`src/rtl/dmi_target.sv`:
```
// Core-side DMI responder: turns each DMI request into one register-bus access and
// returns exactly one response, with a timeout so a hung target cannot wedge the link.
module dmi_target #(
  parameter int unsigned TimeoutCycles = 255
) (
  input  logic        clk_i,
  input  logic        rst_ni,
  input  logic [40:0] dmi_req_i,        // {addr[6:0], op[1:0], data[31:0]}
  input  logic        dmi_req_valid_i,
  output logic        dmi_req_ready_o,
  output logic [33:0] dmi_resp_o,       // {data[31:0], resp[1:0]}
  output logic        dmi_resp_valid_o,
  input  logic        dmi_resp_ready_i,
  output logic        reg_req_o,
  output logic        reg_we_o,
  output logic [6:0]  reg_addr_o,
  output logic [31:0] reg_wdata_o,
  input  logic        reg_gnt_i,
  input  logic        reg_rvalid_i,
  input  logic [31:0] reg_rdata_i,
  input  logic        reg_err_i
);

  localparam int unsigned CntW = (TimeoutCycles == 0) ? 1 : $clog2(TimeoutCycles + 1);
  localparam logic [CntW-1:0] CntMax = '1;
  // Firing when the count is about to reach TimeoutCycles puts RESP exactly
  // TimeoutCycles cycles after ISSUE was entered.
  localparam logic [CntW-1:0] TimeoutLast =
      CntW'((TimeoutCycles == 0) ? 0 : TimeoutCycles - 1);

  localparam logic [1:0] OpNop       = 2'd0;
  localparam logic [1:0] OpRead      = 2'd1;
  localparam logic [1:0] OpWrite     = 2'd2;
  localparam logic [1:0] RespSuccess = 2'd0;
  localparam logic [1:0] RespErr     = 2'd2;

  typedef enum logic [1:0] {StIdle, StIssue, StWait, StResp} state_e;

  state_e          state_q, state_d;
  logic            we_q, we_d;
  logic [6:0]      addr_q, addr_d;
  logic [31:0]     wdata_q, wdata_d;
  logic [31:0]     rdata_q, rdata_d;
  logic [1:0]      rresp_q, rresp_d;
  logic [CntW-1:0] cnt_q, cnt_d;
  logic            stale_q, stale_d;
  logic            live_q;
  logic            timeout;
  logic            req_ready, resp_valid, reg_req;
  logic [1:0]      req_op;

  assign req_op  = dmi_req_i[33:32];
  assign timeout = (TimeoutCycles != 0) && (cnt_q == TimeoutLast);

  always_comb begin
    state_d    = state_q;
    we_d       = we_q;
    addr_d     = addr_q;
    wdata_d    = wdata_q;
    rdata_d    = rdata_q;
    rresp_d    = rresp_q;
    cnt_d      = cnt_q;
    stale_d    = stale_q;
    req_ready  = 1'b0;
    resp_valid = 1'b0;
    reg_req    = 1'b0;

    // A completion owed to an abandoned access is swallowed wherever it lands.
    if (stale_q && reg_rvalid_i) stale_d = 1'b0;
    if ((state_q inside {StIssue, StWait}) && (cnt_q != CntMax)) cnt_d = cnt_q + CntW'(1);

    unique case (state_q)
      StIdle: begin
        req_ready = live_q;
        if (live_q && dmi_req_valid_i) begin
          addr_d  = dmi_req_i[40:34];
          we_d    = (req_op == OpWrite);
          wdata_d = dmi_req_i[31:0];
          rdata_d = '0;
          cnt_d   = '0;
          unique case (req_op)
            OpNop: begin
              state_d = StResp;
              rresp_d = RespSuccess;
            end
            OpRead, OpWrite: state_d = StIssue;
            default: begin
              state_d = StResp;
              rresp_d = RespErr;
            end
          endcase
        end
      end
      StIssue: begin
        reg_req = !stale_q;
        if (reg_req && reg_gnt_i) begin
          if (timeout) begin
            // Granted as we give up: the access is in flight, so its completion is stale.
            state_d = StResp;
            rdata_d = '0;
            rresp_d = RespErr;
            stale_d = 1'b1;
          end else begin
            state_d = StWait;
          end
        end else if (timeout) begin
          state_d = StResp;
          rdata_d = '0;
          rresp_d = RespErr;
        end
      end
      StWait: begin
        if (reg_rvalid_i) begin
          state_d = StResp;
          rdata_d = we_q ? 32'h0 : reg_rdata_i;
          rresp_d = reg_err_i ? RespErr : RespSuccess;
        end else if (timeout) begin
          state_d = StResp;
          rdata_d = '0;
          rresp_d = RespErr;
          stale_d = 1'b1;
        end
      end
      StResp: begin
        resp_valid = 1'b1;
        if (dmi_resp_ready_i) state_d = StIdle;
      end
      default: state_d = StIdle;
    endcase
  end

  always_ff @(posedge clk_i or negedge rst_ni) begin
    if (!rst_ni) begin
      state_q <= StIdle;
      we_q    <= 1'b0;
      addr_q  <= '0;
      wdata_q <= '0;
      rdata_q <= '0;
      rresp_q <= '0;
      cnt_q   <= '0;
      stale_q <= 1'b0;
      live_q  <= 1'b0;
    end else begin
      state_q <= state_d;
      we_q    <= we_d;
      addr_q  <= addr_d;
      wdata_q <= wdata_d;
      rdata_q <= rdata_d;
      rresp_q <= rresp_d;
      cnt_q   <= cnt_d;
      stale_q <= stale_d;
      live_q  <= 1'b1;
    end
  end

  assign dmi_req_ready_o  = req_ready;
  assign dmi_resp_valid_o = resp_valid;
  assign dmi_resp_o       = {rdata_q, rresp_q};
  assign reg_req_o        = reg_req;
  assign reg_we_o         = we_q;
  assign reg_addr_o       = addr_q;
  assign reg_wdata_o      = wdata_q;

  rvalid_expected: assert property (@(posedge clk_i) disable iff (!rst_ni)
      reg_rvalid_i |-> (stale_q || state_q == StWait));

endmodule
```
`config.mk`:
```
export PLATFORM = sky130hd
export DESIGN_NAME = dmi_target
export DESIGN_NICKNAME = d
export VERILOG_FILES = /design/src/rtl/dmi_target.sv
export SDC_FILE = /design/constraint.sdc
export NUM_CORES = 1
export LEC_CHECK = 0
export CORE_ASPECT_RATIO = 1.5
export CORE_UTILIZATION = 24
export CTS_CLUSTER_DIAMETER = 150
export DETAILED_ROUTE_END_ITERATION = 8
export GPL_TIMING_DRIVEN = 0
export PLACE_DENSITY_LB_ADDON = 0.25
export SETUP_SLACK_MARGIN = 0.2
export SLEW_MARGIN = 0
export SYNTH_ARGS = -nofsm -noshare
export SYNTH_HDL_FRONTEND = slang
export SYNTH_SLANG_ARGS = --single-unit
export TNS_END_PERCENT = 50
```
`constraint.sdc`:
```
create_clock -name clk_i -period 2.4 [get_ports clk_i]
set_input_delay 0.48 -clock clk_i [delete_from_list [all_inputs] [get_ports clk_i]]
set_output_delay 0.48 -clock clk_i [all_outputs]
set_load 0.1 [all_outputs]
```
## Word-level counts from Yosys, hierarchy flattened

Cells that the tools add are included.

| storage, ports and cells | value |
|---|---|
| register bits after elaboration | 86 |
| RAM bits | 0 |
| output and inout bits | 77 |
| memories kept | 0 |
| logic and storage cells | 64 |
| memory bits (read-only) | 0 |
| bits in latches | 0 |

| cells by class | value |
|---|---|
| order comparisons | 0 |
| reduce and logical (&&, ||, !) cells | 14 |
| bitwise logic cells | 0 |
| add/subtract/negate cells | 1 |
| div/mod/pow operators | 0 |
| shift operators | 0 |
| multipliers | 0 |
| muxes and demuxes | 30 |
| eq/ne operators | 10 |

Operators with widths:

| cell | number |
|---|---|
| $mux 32 | 4 |
| $pmux 32 s3 | 1 |
| $mux 8 | 3 |
| $mux 2 | 10 |
| $add 8x1->8 const B | 1 |
| $eq 8x8->1 const B | 1 |
| $mux 1 | 8 |
| $ne 8x8->1 const B | 1 |
| $pmux 2 s4 | 1 |
| $eq 2x2->1 const B | 3 |
| $ne 2x2->1 const B | 3 |
| $pmux 2 s3 | 1 |
| $reduce_and 2->1 | 3 |
| $eq 2x1->1 const B | 2 |
| $logic_and 1x1->1 | 4 |
| $logic_not 2->1 | 2 |
| $pmux 2 s2 | 1 |
| $reduce_and 3->1 | 1 |
| $reduce_bool 3->1 | 1 |
| $pmux 1 s2 | 1 |
| $reduce_bool 2->1 | 1 |
| $reduce_or 2->1 | 1 |
| $logic_not 1->1 | 1 |

## Logic depth before layout (Yosys ltp)

Gate-level depths: netlist of run 1.

| depth | value |
|---|---|
| depth after elaboration | 6 |
| gate-level depth with buffers | 7 |
| mapped depth without buffers | 6 |

## Worst setup path after synthesis of run 1

Ideal clock, no wire load.

| path | value |
|---|---|
| kind | register -> output |
| from | register state_q[1] |
| to | output reg_req_o |
| required time | 1,920 ps |
| data arrival time | 2,089 ps |
| slack | -169 ps |
| cell stages (with the launch flop) | 4 |
| cells stage by stage | dfrtp_1 > inv_1 > ha_1 > nor2b_1 |

| between the ends | value |
|---|---|
| word-level cells in the longest chain between the ends | 2 |

RTL lines:

| item | line | source |
|---|---|---|
| from (decl) | 39 | `state_e state_q, state_d;` |
| from (signal assigned) | 134 | `state_q <= StIdle;` |
| from (signal assigned) | 144 | `state_q <= state_d;` |
| $eq 2x1->1 | 72 | `unique case (state_q)` |
| $mux 1 | 72 |  |
| to (decl) | 14 | `output logic reg_req_o,` |

Every way passes these cells.

## Worst setup path after layout of run 1

| path | value |
|---|---|
| from | register rresp_q[0] |
| to | output dmi_resp_o[0] |

RTL lines:

| item | line | source |
|---|---|---|
| from (decl) | 44 | `logic [1:0] rresp_q, rresp_d;` |
| from (signal assigned) | 149 | `rresp_q <= rresp_d;` |
| to (decl) | 11 | `output logic [33:0] dmi_resp_o,` |

No word-level cell between the ends.

==> results.ini, run 1 <==
[status]
status=finished clean

[sta]
min_period_over_period_pct=95.80
slew_headroom_pct=33.18
fmaxAchievable_ghz=0.4349
drv_slew=0
grt_setup_unrepaired=true
finalHoldViolCount=0
worst_pin_slew_ns=1.006
finalSetupViolCount=0
skew_ns=0.005858
period_needed_ns=2.299

[logic_synthesis]
async_reset_ff_share_pct=100.0
synth_top_flop_cell=dfrtp_1
syn-cell-area_mm2=0.003592
yosysWarnings=0
yosysSeqAreaShare_pct=59.91
synth_seq_cells=86
syn_area_per_cell_um2=13.82
synth_edf_count=0
synthDistinctLibCells=45
netlist_instances=260
syn-num-nets=348

[global_routing]
use_met3_pct=2.484
grt_overflow=0
use_met2_pct=22.68
grt_max_degree=61
antenna_found_initial=0
use_met1_pct=13.32
track_usage_pct=12.33
grt.busiest_layer=met2
grt_pass1_vias=2934
grt_pass1_wl_um=14750

[setup_path]
cp.required_ns=1.92
crit_path_end_kind=output pin
cp.arrival_ns=1.82
worst-setup-path-type=register to output pin
path_buf_inv=1
crit_chain=clkdlybuf4s50_1
critical-path-top-delay-family=buffers and inverters
crit_fanout=2
cp-start-kind=register
slowest_delay_ns=1.14
cpMaxStageDelayCell=clkdlybuf4s50_1

[route]
ant_nets=0
viasPerCell=4.382
wire_per_inst_um=14.70
dr.pass1.iters=4
drt_iter0_drc=90
routed_wirelength_um=9246
routed-via-count=2756
drc=0

[clock_network]
path_clk_slew_ns=0.06
post_cts_buffers=0
cts_tree=yes
clockBufferDepth=2
root_buffer=clkbuf_16
clock_latency_ns=0.34
clkSinkCount=86
cts_inserted_buffers=9
htreeDepth=3

[layout]
layout_common_cells=clkdlybuf4s50_1 (98), dfrtp_1 (86), dlygate4sd2_1 (35)
design_area_mm2=0.005758
final_common_cell=clkdlybuf4s50_1
diodes=0
drive_gt1_share_pct=16.17
nets=516
utilization_pct=39.45
area_growth_pct=60.29

[floorplanning]
die-area_mm2=0.01547
core-area_mm2=0.01459
dieHeight_um=151.8
start_util_pct=24.61
pin_count=157
row_count=54
die_w_um=101.9

[run]
maxCapViolations=0

[worst_hold_path]
min_path_type=input port to async pin

[place]
io_buffers=156
gp_congestion=0.7638
dp_hpwl_um=6954
place_area_mm2=0.005426

==> cell usage after synthesis (2+ instances only) <==
cell type  number  area, um2
o211ai_1        2      15.01
a22o_1         32      280.3
buf_2           3      15.01
nor3_1          3      15.01
nand3_1         5      25.02
a21oi_1         7      35.03
dfrtp_1        86       2152
nand2_1         5      18.77
inv_1           5      18.77
a211oi_1        2      15.01
nor2b_1         5      31.28
and2_1          3      18.77
mux2_1         12      135.1
mux2_2         28      315.3
and3_1          5      31.28
nor2_1          7      26.28
buf_6           7      78.83
buf_4           3      22.52
ha_1            8      100.1
a31oi_1         4      25.02
nand4_1         2      12.51
o21ai_0         3      15.01
==> flip-flops by register name (all words and copies together) (netlist names) <==
signal and flops:
cnt_q 8, live_q 1, rdata_q 32, reg_addr_o 7, reg_wdata_o 32, reg_we_o 1
rresp_q 2, stale_q 1, state_q 2
==> cell families after synthesis <==
family / synth area share, %
flops: 59.91
compound gates: 13.44
simple gates: 6.862
mux: 12.54
buf+inv: 3.866
fa+ha+maj: 2.787
xor+xnor: 0.4877
other cells: 0.1044
==> through the flow <==
stage	setup TNS, ns	std cells	hold WS [ns]	setup slack [ns]
3_3_place_gp	-202.64	612	0.4682	-2.365
6_report	0	629	0.06608	0.1009
2_1_floorplan	0	260	0.1844	0.2816
3_5_place_dp	-0.4893	613	0.4384	-0.2621
4_1_cts	0	629	0.07147	0.07876
5_1_grt	0	629	0.07803	0.06320
==> routing by layer <==
metal / part of all wire [%] / vias to the layer above
li1: - / 1294
met1: 39 / 1362
met2: 54 / 91
met3: 5.3 / 9
met4: 1.9 / 0
met5: 0 / -
==> what timing repair did <==
item	CTS	global route
gates resized for setup	49	20
setup endpoints to repair	77	41
hold buffers	0	0
==> path summary, 6_finish.rpt <==
check | cells past startpoint | slack (ns) | start | to
setup / recovery | 1 | 0.10 | rresp_q[0]$_DFFE_PN0P_ | dmi_resp_o[0]
hold / removal | 1 | 0.07 | rst_ni | reg_wdata_o[13]$_DFFE_PN0P_
setup reg to reg | 6 | 0.41 | state_q[0]$_DFFE_PN0P_ | reg_addr_o[0]$_DFFE_PN0P_
hold reg to reg | 1 | 0.48 | reg_wdata_o[28]$_DFFE_PN0P_ | reg_wdata_o[28]$_DFFE_PN0P_
max in group asynchronous | 2 | 1.72 | rst_ni | reg_wdata_o[28]$_DFFE_PN0P_
min in group clk_i | 1 | 0.48 | reg_wdata_o[28]$_DFFE_PN0P_ | reg_wdata_o[28]$_DFFE_PN0P_
==> final cells by class <==
cell class                 instances  area, um2
buffer                            14      120.1
clock buffer                      10      239.0
clock inverter                     6      92.59
fill                            1451       8836
inverter                           5      18.77
multi-input combinational        155       1304
sequential                        86       2152
tap                              196      245.2
timing repair buffer             157       1587
Power of run 1 is left out: the tool's default activity adds up to more than one toggle a clock period on the data nets, which glitch-free logic cannot reach.
==> inputs of run 2 (changes only) <==
- CELL_PAD_IN_SITES_DETAIL_PLACEMENT: not set -> 0
- CELL_PAD_IN_SITES_GLOBAL_PLACEMENT: not set -> 2
==> run 2 against run 1 <==
Compared with the run above: cell area shrank 0.39%; non-clock buffer count stayed put; die area stayed put; setup slack better by 0.0015 ns; cell count unchanged; clock-buffer cell count is 1 higher; critical path depth did not move; global-route usage rose by 0.54 points; utilization down 0.15 points; clock skew barely moved; worst hold slack worse by 0.041 ns.
==> results.ini, run 2 (synthesized netlist as in run 1, its figures left out) <==
[status]
status=finished clean

[sta]
period_needed_ns=2.298  ; -0.001496 ns
min_period_over_period_pct=95.73  ; about the same
skew_ns=0.006245  ; +0.0003869 ns
fmaxAchievable_ghz=0.4352  ; about the same
setup_slack_ns=0.1024  ; +0.001496 ns
finalHoldViolCount=0  ; unchanged
grt_setup_unrepaired=true
slew_headroom_pct=33.82  ; +0.64 points
drv_slew=0  ; unchanged
hold_slack_ns=0.02521  ; -0.04087 ns
worst_pin_slew_ns=0.9911  ; -0.01514 ns
finalSetupViolCount=0  ; unchanged

[clock_network]
cts_inserted_buffers=9  ; unchanged
clockBufferDepth=2  ; unchanged
clkSinkCount=86  ; unchanged
cts_tree=yes
post_cts_buffers=0  ; unchanged
root_buffer=clkbuf_16
path_clk_slew_ns=0.07  ; about the same
htreeDepth=3  ; unchanged
clock_latency_ns=0.33  ; about the same

[floorplanning]
core-area_mm2=0.01459  ; unchanged
die-area_mm2=0.01547  ; unchanged
pin_count=157  ; unchanged
start_util_pct=24.61  ; unchanged
die_w_um=101.9  ; unchanged
row_count=54  ; unchanged
dieHeight_um=151.8  ; unchanged

[setup_path]
crit_chain=clkdlybuf4s50_1
rrSetupSlack_ns=0.32  ; -0.09 ns
cp-start-kind=register
cpMaxStageDelayCell=clkdlybuf4s50_1
cp.arrival_ns=1.82  ; about the same
crit_path_end_kind=output pin
reg2regPathDepth=6  ; unchanged
endpoint=dmi_resp_o[22]
critical-path-top-delay-family=buffers and inverters
worst-setup-path-type=register to output pin
r2r_start=state_q[0]$_DFFE_PN0P_
crit_fanout=2  ; unchanged
cp.required_ns=1.92  ; about the same
rr_endpoint=reg_we_o$_DFFE_PN0P_
crit_path_start=rdata_q[20]$_DFFE_PN0P_
path_buf_inv=1  ; unchanged
worst-path-stages=1  ; unchanged
slowest_delay_ns=1.14  ; about the same

[place]
place_ws_ns=-0.2704  ; -0.008299 ns
dp_cells=613  ; unchanged
gp_congestion=0.7439  ; -2.6%
dp_hpwl_um=7088  ; +1.9%
io_buffers=156  ; unchanged

[layout]
nets=516  ; unchanged
n_fill_cell=1467  ; +1.1%
layout_common_cells=clkdlybuf4s50_1 (92), dfrtp_1 (86), dlygate4sd2_1 (35)
final_common_cell=clkdlybuf4s50_1
diodes=0  ; unchanged
drive_gt1_share_pct=16.17  ; unchanged
stdcell_count=629  ; unchanged
area_growth_pct=59.67
utilization_pct=39.30  ; -0.15 points

[global_routing]
track_usage_pct=12.88  ; +0.54 points
grt_max_degree=67  ; +9.8%
grt_pass1_vias=2932  ; -0.068%
antenna_found_initial=0  ; unchanged
grt_pass1_wl_um=15180  ; +2.9%
grt_overflow=0  ; unchanged

[route]
dr.pass1.iters=4  ; unchanged
drt_iter0_drc=31  ; -66%
viasPerCell=4.361  ; -0.47%
top_layer=met4
drc=0  ; unchanged
routed-via-count=2743  ; -0.47%
wire_per_inst_um=15.45  ; +5.1%
wl_met1_um=3805  ; +6.2%
dr_wl_met3_um=638  ; +30%
met2_length_um=5155  ; +3.2%
routed_wirelength_um=9718  ; +5.1%
ant_nets=0  ; unchanged

[worst_hold_path]
min_path_type=input port to async pin

[run]
maxCapViolations=0  ; unchanged

## run 2: cell count changes in the layout (fill, tap and decap cells not counted)
cell             previous run  this run
clkbuf_8                    1         2
dlymetal6s2s_1             19        25
bufinv_16                   2         0
clkdlybuf4s50_1            98        92
clkinv_4                    1         2
## run 2: area by class of cell
| class | count | area [um2] | area share, % |
|---|---|---|---|
| timing repair buffer | 157 | 1602 | 27.92 |
| buffer | 14 | 120.1 | 2.094 |
| sequential | 86 | 2152 | 37.52 |
| tap | 196 | 245.2 | 4.276 |
| inverter | 5 | 18.77 | 0.3272 |
| multi-input combinational | 155 | 1304 | 22.73 |
| clock buffer | 11 | 252.7 | 4.407 |
| clock inverter | 5 | 41.29 | 0.7199 |
## run 2: timing repair
item | 4_1_cts | 5_1_grt
pin swaps | 0 | 0
resized for setup | 49 | 26
endpoints found under the setup margin | 77 | 52
endpoints found under the hold margin | 0 | 0
hold buffers | 0 | 0
## run 2: stage by stage
stage,TNS (ns),area [um2]
floorplan,0,3595
global placement,-213.90,5401
detailed placement,-0.4984,5426
CTS,0,5670
global route,0,5736
finish,0,5736
## run 2: worst min path at each step
| stage | slack (ns) | from | end | depth (start not counted) |
|---|---|---|---|---|
| 3_3_place_gp | 0.47 | reg_addr_o[4]$_DFFE_PN0P_ | reg_addr_o[4]$_DFFE_PN0P_ | 1 |
| 5_1_grt | 0.03 | rst_ni | reg_wdata_o[1]$_DFFE_PN0P_ | 1 |
| 4_1_cts | 0.02 | rst_ni | reg_wdata_o[1]$_DFFE_PN0P_ | 1 |
| 6_report | 0.03 | rst_ni | reg_wdata_o[1]$_DFFE_PN0P_ | 1 |
| 2_1_floorplan | 0.18 | rst_ni | cnt_q[0]$_DFF_PN0_ | 0 |
| 3_5_place_dp | 0.39 | rst_ni | reg_wdata_o[1]$_DFFE_PN0P_ | 1 |
## run 2: routing by layer
metal	vias to the layer above	global-route usage, %
li1	1283	-
met1	1359	14.13
met2	94	23.07
met3	7	3.772
met4	0	4.490
met5	-	0
Power of run 2 is left out for the same reason.
==> inputs of run 3 (changes only) <==
- GPL_ROUTABILITY_DRIVEN: not set -> 0
==> results of run 3 <==
The final DEF is identical to that of run 2; final timing and power are the same.
Power of run 3 is left out for the same reason.
